--- src/rtl/i2s_pkg.sv ---
// Shared I2S definitions: FSM states, channel encoding and timing limits.
// Used by both the receive and transmit I2S controllers.
package i2s_pkg;

    typedef enum logic [1:0] {
        SYNC  = 2'd0,
        LEFT  = 2'd1,
        RIGHT = 2'd2
    } i2s_state_t;

    localparam logic CH_LEFT  = 1'b0;
    localparam logic CH_RIGHT = 1'b1;

    localparam int I2S_DEFAULT_WIDTH = 16;

    // Minimum clk periods for each BCLK high/low phase so the edge detector sees it.
    localparam int I2S_MIN_CLK_PER_PHASE = 3;

endpackage

--- src/rtl/i2s_sync_edge.sv ---
// Two-flop synchroniser for an asynchronous pin plus a previous-value flop for rise detection.
// Latency: sync is 2 clk behind the pin; rise is a combinational one-cycle pulse off sync; no backpressure.
module i2s_sync_edge (
    input  logic clk,
    input  logic reset,
    input  logic din,
    output logic sync,
    output logic rise
);

    logic meta_q;
    logic sync_q;
    logic prev_q;

    always_ff @(posedge clk) begin
        if (reset) begin
            meta_q <= 1'b0;
            sync_q <= 1'b0;
            prev_q <= 1'b0;
        end else begin
            meta_q <= din;
            sync_q <= meta_q;
            prev_q <= sync_q;
        end
    end

    assign sync = sync_q;
    assign rise = sync_q & ~prev_q;

endmodule

--- src/rtl/i2s_receiver.sv ---
// I2S stereo deserialiser: oversamples BCLK/WS/SD with clk and emits left/right pairs.
// Frame appears the cycle after the closing BCLK rise; held until out_ready, overwritten (overrun) if not taken.
module i2s_receiver
    import i2s_pkg::*;
#(
    parameter int DATA_WIDTH    = I2S_DEFAULT_WIDTH,
    parameter int MAX_SLOT_BITS = 32
) (
    input  logic                  clk,
    input  logic                  reset,
    input  logic                  i2s_bclk,
    input  logic                  i2s_ws,
    input  logic                  i2s_sd,
    output logic [DATA_WIDTH-1:0] left_data,
    output logic [DATA_WIDTH-1:0] right_data,
    output logic                  out_valid,
    input  logic                  out_ready,
    output logic                  overrun,
    output logic                  locked
);

    localparam int CNT_W = $clog2(MAX_SLOT_BITS + 1);

    logic bclk_s;
    logic bclk_rise;
    logic ws_s;
    logic ws_rise;
    logic sd_s;
    logic sd_rise;

    i2s_sync_edge u_sync_bclk (.clk(clk), .reset(reset), .din(i2s_bclk), .sync(bclk_s), .rise(bclk_rise));
    i2s_sync_edge u_sync_ws   (.clk(clk), .reset(reset), .din(i2s_ws),   .sync(ws_s),   .rise(ws_rise));
    i2s_sync_edge u_sync_sd   (.clk(clk), .reset(reset), .din(i2s_sd),   .sync(sd_s),   .rise(sd_rise));

    logic [CNT_W-1:0]      bit_cnt;
    logic [DATA_WIDTH-1:0] shift_q;
    logic [DATA_WIDTH-1:0] cur_word;
    logic                  ws_last;
    logic                  ws_change;

    i2s_state_t            state_q;
    i2s_state_t            state_d;
    logic                  locked_d;
    logic [DATA_WIDTH-1:0] left_hold_q;
    logic [DATA_WIDTH-1:0] left_hold_d;
    logic                  frame_done;

    assign ws_change = bclk_rise && (ws_s != ws_last);

    // Current word including this cycle's bit; bits past DATA_WIDTH never match and fall away.
    always_comb begin
        cur_word = shift_q;
        for (int i = 0; i < DATA_WIDTH; i++) begin
            if (bit_cnt == CNT_W'(DATA_WIDTH - 1 - i)) begin
                cur_word[i] = sd_s;
            end
        end
    end

    always_ff @(posedge clk) begin
        if (reset) begin
            bit_cnt <= '0;
            shift_q <= '0;
            ws_last <= 1'b0;
        end else if (bclk_rise) begin
            if (ws_change) begin
                bit_cnt <= '0;
                shift_q <= '0;
                ws_last <= ws_s;
            end else begin
                shift_q <= cur_word;
                if (bit_cnt != CNT_W'(MAX_SLOT_BITS)) begin
                    bit_cnt <= bit_cnt + CNT_W'(1);
                end
            end
        end
    end

    always_comb begin
        state_d     = state_q;
        locked_d    = locked;
        left_hold_d = left_hold_q;
        frame_done  = 1'b0;
        if (ws_change) begin
            if (bit_cnt < CNT_W'(2)) begin
                // A word this short means WS glitched: drop alignment and any half frame.
                state_d     = SYNC;
                locked_d    = 1'b0;
                left_hold_d = '0;
            end else begin
                unique case (state_q)
                    SYNC: begin
                        if (ws_s == CH_LEFT) begin
                            state_d  = LEFT;
                            locked_d = 1'b1;
                        end
                    end
                    LEFT: begin
                        if (ws_s == CH_RIGHT) begin
                            left_hold_d = cur_word;
                            state_d     = RIGHT;
                        end
                    end
                    RIGHT: begin
                        if (ws_s == CH_LEFT) begin
                            frame_done = 1'b1;
                            state_d    = LEFT;
                        end
                    end
                    default: state_d = SYNC;
                endcase
            end
        end
    end

    always_ff @(posedge clk) begin
        if (reset) begin
            state_q     <= SYNC;
            locked      <= 1'b0;
            left_hold_q <= '0;
        end else begin
            state_q     <= state_d;
            locked      <= locked_d;
            left_hold_q <= left_hold_d;
        end
    end

    always_ff @(posedge clk) begin
        if (reset) begin
            left_data  <= '0;
            right_data <= '0;
            out_valid  <= 1'b0;
            overrun    <= 1'b0;
        end else begin
            overrun <= 1'b0;
            if (frame_done) begin
                left_data  <= left_hold_q;
                right_data <= cur_word;
                out_valid  <= 1'b1;
                overrun    <= out_valid && !out_ready;
            end else if (out_valid && out_ready) begin
                out_valid <= 1'b0;
            end
        end
    end

endmodule

--- config.mk ---
export PLATFORM = sky130hd
export DESIGN_NAME = i2s_receiver
export DESIGN_NICKNAME = d
export VERILOG_FILES = /design/src/rtl/i2s_pkg.sv /design/src/rtl/i2s_sync_edge.sv /design/src/rtl/i2s_receiver.sv
export SDC_FILE = /design/constraint.sdc
export NUM_CORES = 1
export LEC_CHECK = 0
export BUFFER_PORTS_ARGS = -buffer_cell sky130_fd_sc_hd__buf_2
export CAP_MARGIN = 20
export CORE_MARGIN = 2
export CORE_UTILIZATION = 40
export DETAILED_ROUTE_END_ITERATION = 10
export PLACE_DENSITY = 0.66
export SETUP_SLACK_MARGIN = 0.5
export SLEW_MARGIN = 10
export SYNTH_ARGS = -nofsm -noshare
export SYNTH_HDL_FRONTEND = slang
export SYNTH_SLANG_ARGS = --single-unit
--- constraint.sdc ---
create_clock -name clk -period 2.61 [get_ports clk]
set_input_delay 0.6525 -clock clk [delete_from_list [all_inputs] [get_ports clk]]
set_output_delay 0.6525 -clock clk [all_outputs]
set_load 0.02 [all_outputs]
==> results_dict.tcl <==
set metrics [dict create \
    cts-root-to-sink-buffers 2 \
    mostFrequentLayoutCell "sky130_fd_sc_hd__dfxtp_1" \
    min_path_cells 1 \
    worstSkewPairLatency_ps 360 \
    grt-ovfl-total 0 \
    cts.reportedPaths.clkPinSlew_ps 90 \
    grt_util_all_layers_pct 17.4 \
    number_of_global_route_vias_before_repair 2469 \
    worst_hold_startpoint "u_sync_ws.meta_q" \
    area_growth_syn_to_layout_pct 14.9 \
    cts_sinks 83 \
    nets 383 \
    kind_of_cell_adding_the_most_delay_to_the_critical_path "compound AO/OA/AOI/OAI gates" \
    max_freq_ghz 0.527 \
    synth.cell_area_sq_mm 0.00326 \
    synthDistinctLibCells 38 \
    grt_first_pass_wirelength_mm 12.1 \
    detail_route.drc_violations 0 \
    setup_total_negative_slack_ps 0 \
    postSynthCellCount 340 \
    crit_top_cell "sky130_fd_sc_hd__buf_4" \
    regToRegSetupSlack_ps 710 \
    critical_path_class "reg2reg" \
    wl_per_cell_microns 14.8 \
    hold-path-endpoint "u_sync_ws.sync" \
    crit_path_start_kind "flip-flop" \
    timing.critical_path.arrival_ps 2120 \
    setup_slack_ps 711 \
    place_hpwl_mm 4.73 \
    drtIter0Drc 168 \
    worstReg2RegEnd "right_data[15]" \
    status "complete, no violations" \
    yosys_warnings 0 \
    number_of_vias_in_the_routed_layout 2606 \
    worst_path_max_delay_cell "sky130_fd_sc_hd__a311oi_4" \
    cap_viol_max_count 0 \
    cts_tree "built" \
    dominantRegCellSynth "sky130_fd_sc_hd__dfxtp_1" \
    placement.io_buffers 40 \
    floorplan.initialDensity_pct 41.8 \
    cts-htree-levels 3 \
    post-place-ws_ps 554 \
    tritoncts.num_buffers 9 \
    postSynthRegisterBits 83 \
    r2r.worst_path.cells 6 \
    fp.dieArea_sq_mm 0.00890 \
    fin_skew_ps 7.97 \
    powerDensity_mw_per_mm2 613 \
    setup_repair_after_global_routing_missed_its_margin "no" \
    detail_route.first_pass.iterations 4 \
    yosysSeqAreaShare_pct 50.9 \
    pin_count 41 \
    route.detailed.vias_per_inst 5.43 \
    vdd_drop_max_uv 309 \
    setup_viol 0 \
    post_layout_nonfiller_instances 480 \
    async_reset_ff_share_pct 0 \
    number_of_synthesized_flops_with_an_enable_pin 0 \
    antenna_violations_before_repair 0 \
    period_minus_slack_ps 1900 \
    num_rows 32 \
    post_cts.repair.setup_buffers 0 \
    clock-root-buffer "sky130_fd_sc_hd__clkbuf_8" \
    coreArea_sq_mm 0.00781 \
    gp_congestion 0.831 \
    path_cells "nor2_2 > buf_4 > a311oi_4 > and2_0 > buf_4 > a211oi_1" \
    antenna-diode-count 0 \
    final_hold_viol_count 0 \
    final_layout_size_suffix_gt1_share_pct 22.5 \
    worstReg2RegStart "bit_cnt[4]" \
    synthesis.nets 350 \
    floorplan.die.width_microns 94.3 \
    worst-slew-pin-transition_ps 971 \
    critPathCaptureType "flip-flop" \
    route.antenna.remaining_nets 0 \
    min-delay-path-class "reg2reg" \
    timing.final.crit_share_pct 72.8 \
    relSlewSlack_pct 35.0 \
    slew_viol_final 0 \
    crit_path_max_fanout 32 \
    pin_count_of_the_biggest_net_entering_global_routing 35 \
    placed_cells 464 \
    syn_avg_cell_area_sq_um 9.60 \
    critPathMaxStageDelay_ps 430 \
    postRouteWirelength_mm 7.10 \
    cp-startpoint "bit_cnt[4]" \
    power.leakage_nw 1.51 \
    critical_path_buf_inv_count 2 \
    fp.dieH_microns 94.3 \
    required_ps 2830 \
    layout.cells.most_common_list "sky130_fd_sc_hd__dfxtp_1, sky130_fd_sc_hd__buf_2, sky130_fd_sc_hd__a21oi_1, sky130_fd_sc_hd__nand2_1" \
]
## cells by family after synthesis
| logic type | Yosys count | synth area share, % |
|---|---|---|
| muxes | 17 | 5.21 |
| adders and majority gates | 4 | 1.53 |
| and+or+nand+nor | 93 | 14.0 |
| buffers and inverters | 29 | 3.91 |
| AOI/OAI and AO/OA | 108 | 22.6 |
| xor gates and xnor gates | 6 | 1.84 |
| DFF | 83 | 50.9 |
## through the flow
step | total power (W) | hold WS (ps) | instance area [sq um] | utilization, %
final | 0.00230 | 442 | 3750 | 48.1
after global routing | 0.00237 | 451 | 3750 | 48.1
after CTS | 0.00232 | 445 | 3750 | 48.0
after detailed placement | 0.00137 | 426 | 3540 | 45.4
after global placement | 0.00137 | 422 | 3540 | 45.4
after floorplan | 0.00135 | 414 | 3260 | -
## timing repair
action                     4_1_cts  5_1_grt
setup endpoints to repair        0       49
hold buffers                     0        0
resized for setup                0        2
## worst max path at each step
| stage | depth (start not counted) | to | slack, ps |
|---|---|---|---|
| global route | 3 | shift_q[5] | 520 |
| detailed placement | 5 | right_data[15] | 550 |
| global placement | 5 | right_data[5] | 590 |
| CTS | 5 | right_data[0] | 540 |
| finish | 6 | right_data[15] | 710 |
| floorplan | 7 | right_data[10] | 990 |
## synthesized netlist by cell type, types with 10 or more instances
| cell type | n | area share [%] |
|---|---|---|
| sky130_fd_sc_hd__a211oi_1 | 17 | 3.9 |
| sky130_fd_sc_hd__a21oi_1 | 37 | 5.7 |
| sky130_fd_sc_hd__a31o_2 | 14 | 3.8 |
| sky130_fd_sc_hd__clkbuf_1 | 15 | 1.7 |
| sky130_fd_sc_hd__dfxtp_1 | 83 | 51 |
| sky130_fd_sc_hd__mux2i_1 | 17 | 5.2 |
| sky130_fd_sc_hd__nand2_1 | 37 | 4.3 |
| sky130_fd_sc_hd__nand3_1 | 13 | 2.0 |
| sky130_fd_sc_hd__nor2_1 | 11 | 1.3 |
| sky130_fd_sc_hd__nor2b_1 | 10 | 1.9 |
| sky130_fd_sc_hd__o21ai_0 | 17 | 2.6 |
| sky130_fd_sc_hd__o2bb2ai_1 | 16 | 4.3 |
## layer usage
metal  track usage [%]  wire (microns)  vias up
li1                  -               -     1299
met1              22.3            3460     1260
met2              28.7            3330       37
met3              3.67             198       10
met4              6.88             106        0
met5                 0               0        -
## report_power, final
part | internal [W] | switching, W | total, W
logic | 0.0000188 | 0.0000427 | 0.0000615
clock network | 0.000476 | 0.000483 | 0.000959
registers | 0.00127 | 0.00000746 | 0.00128
total | 0.00177 | 0.000533 | 0.00230
## final cells by class
class                      count  area (sq um)
tap                          102           128
clock buffer                  10           138
multi-input combinational    228          1480
clock inverter                 6          71.3
fill                         742          4060
sequential                    83          1660
timing repair buffer          48           260
inverter                       3          11.3
## sequential cells by signal, indices dropped and copies added (netlist names)
name                count
u_sync_ws.sync          1
u_sync_ws.meta_q        1
u_sync_bclk.meta_q      1
u_sync_sd.sync          1
state_q                 2
out_valid               1
locked                  1
left_hold_q            16
left_data              16
u_sync_bclk.sync        1
u_sync_sd.meta_q        1
right_data             16
ws_last                 1
overrun                 1
bit_cnt                 6
u_sync_bclk.prev_q      1
shift_q                16
No activity file was read; power rests on OpenSTA's default activity.
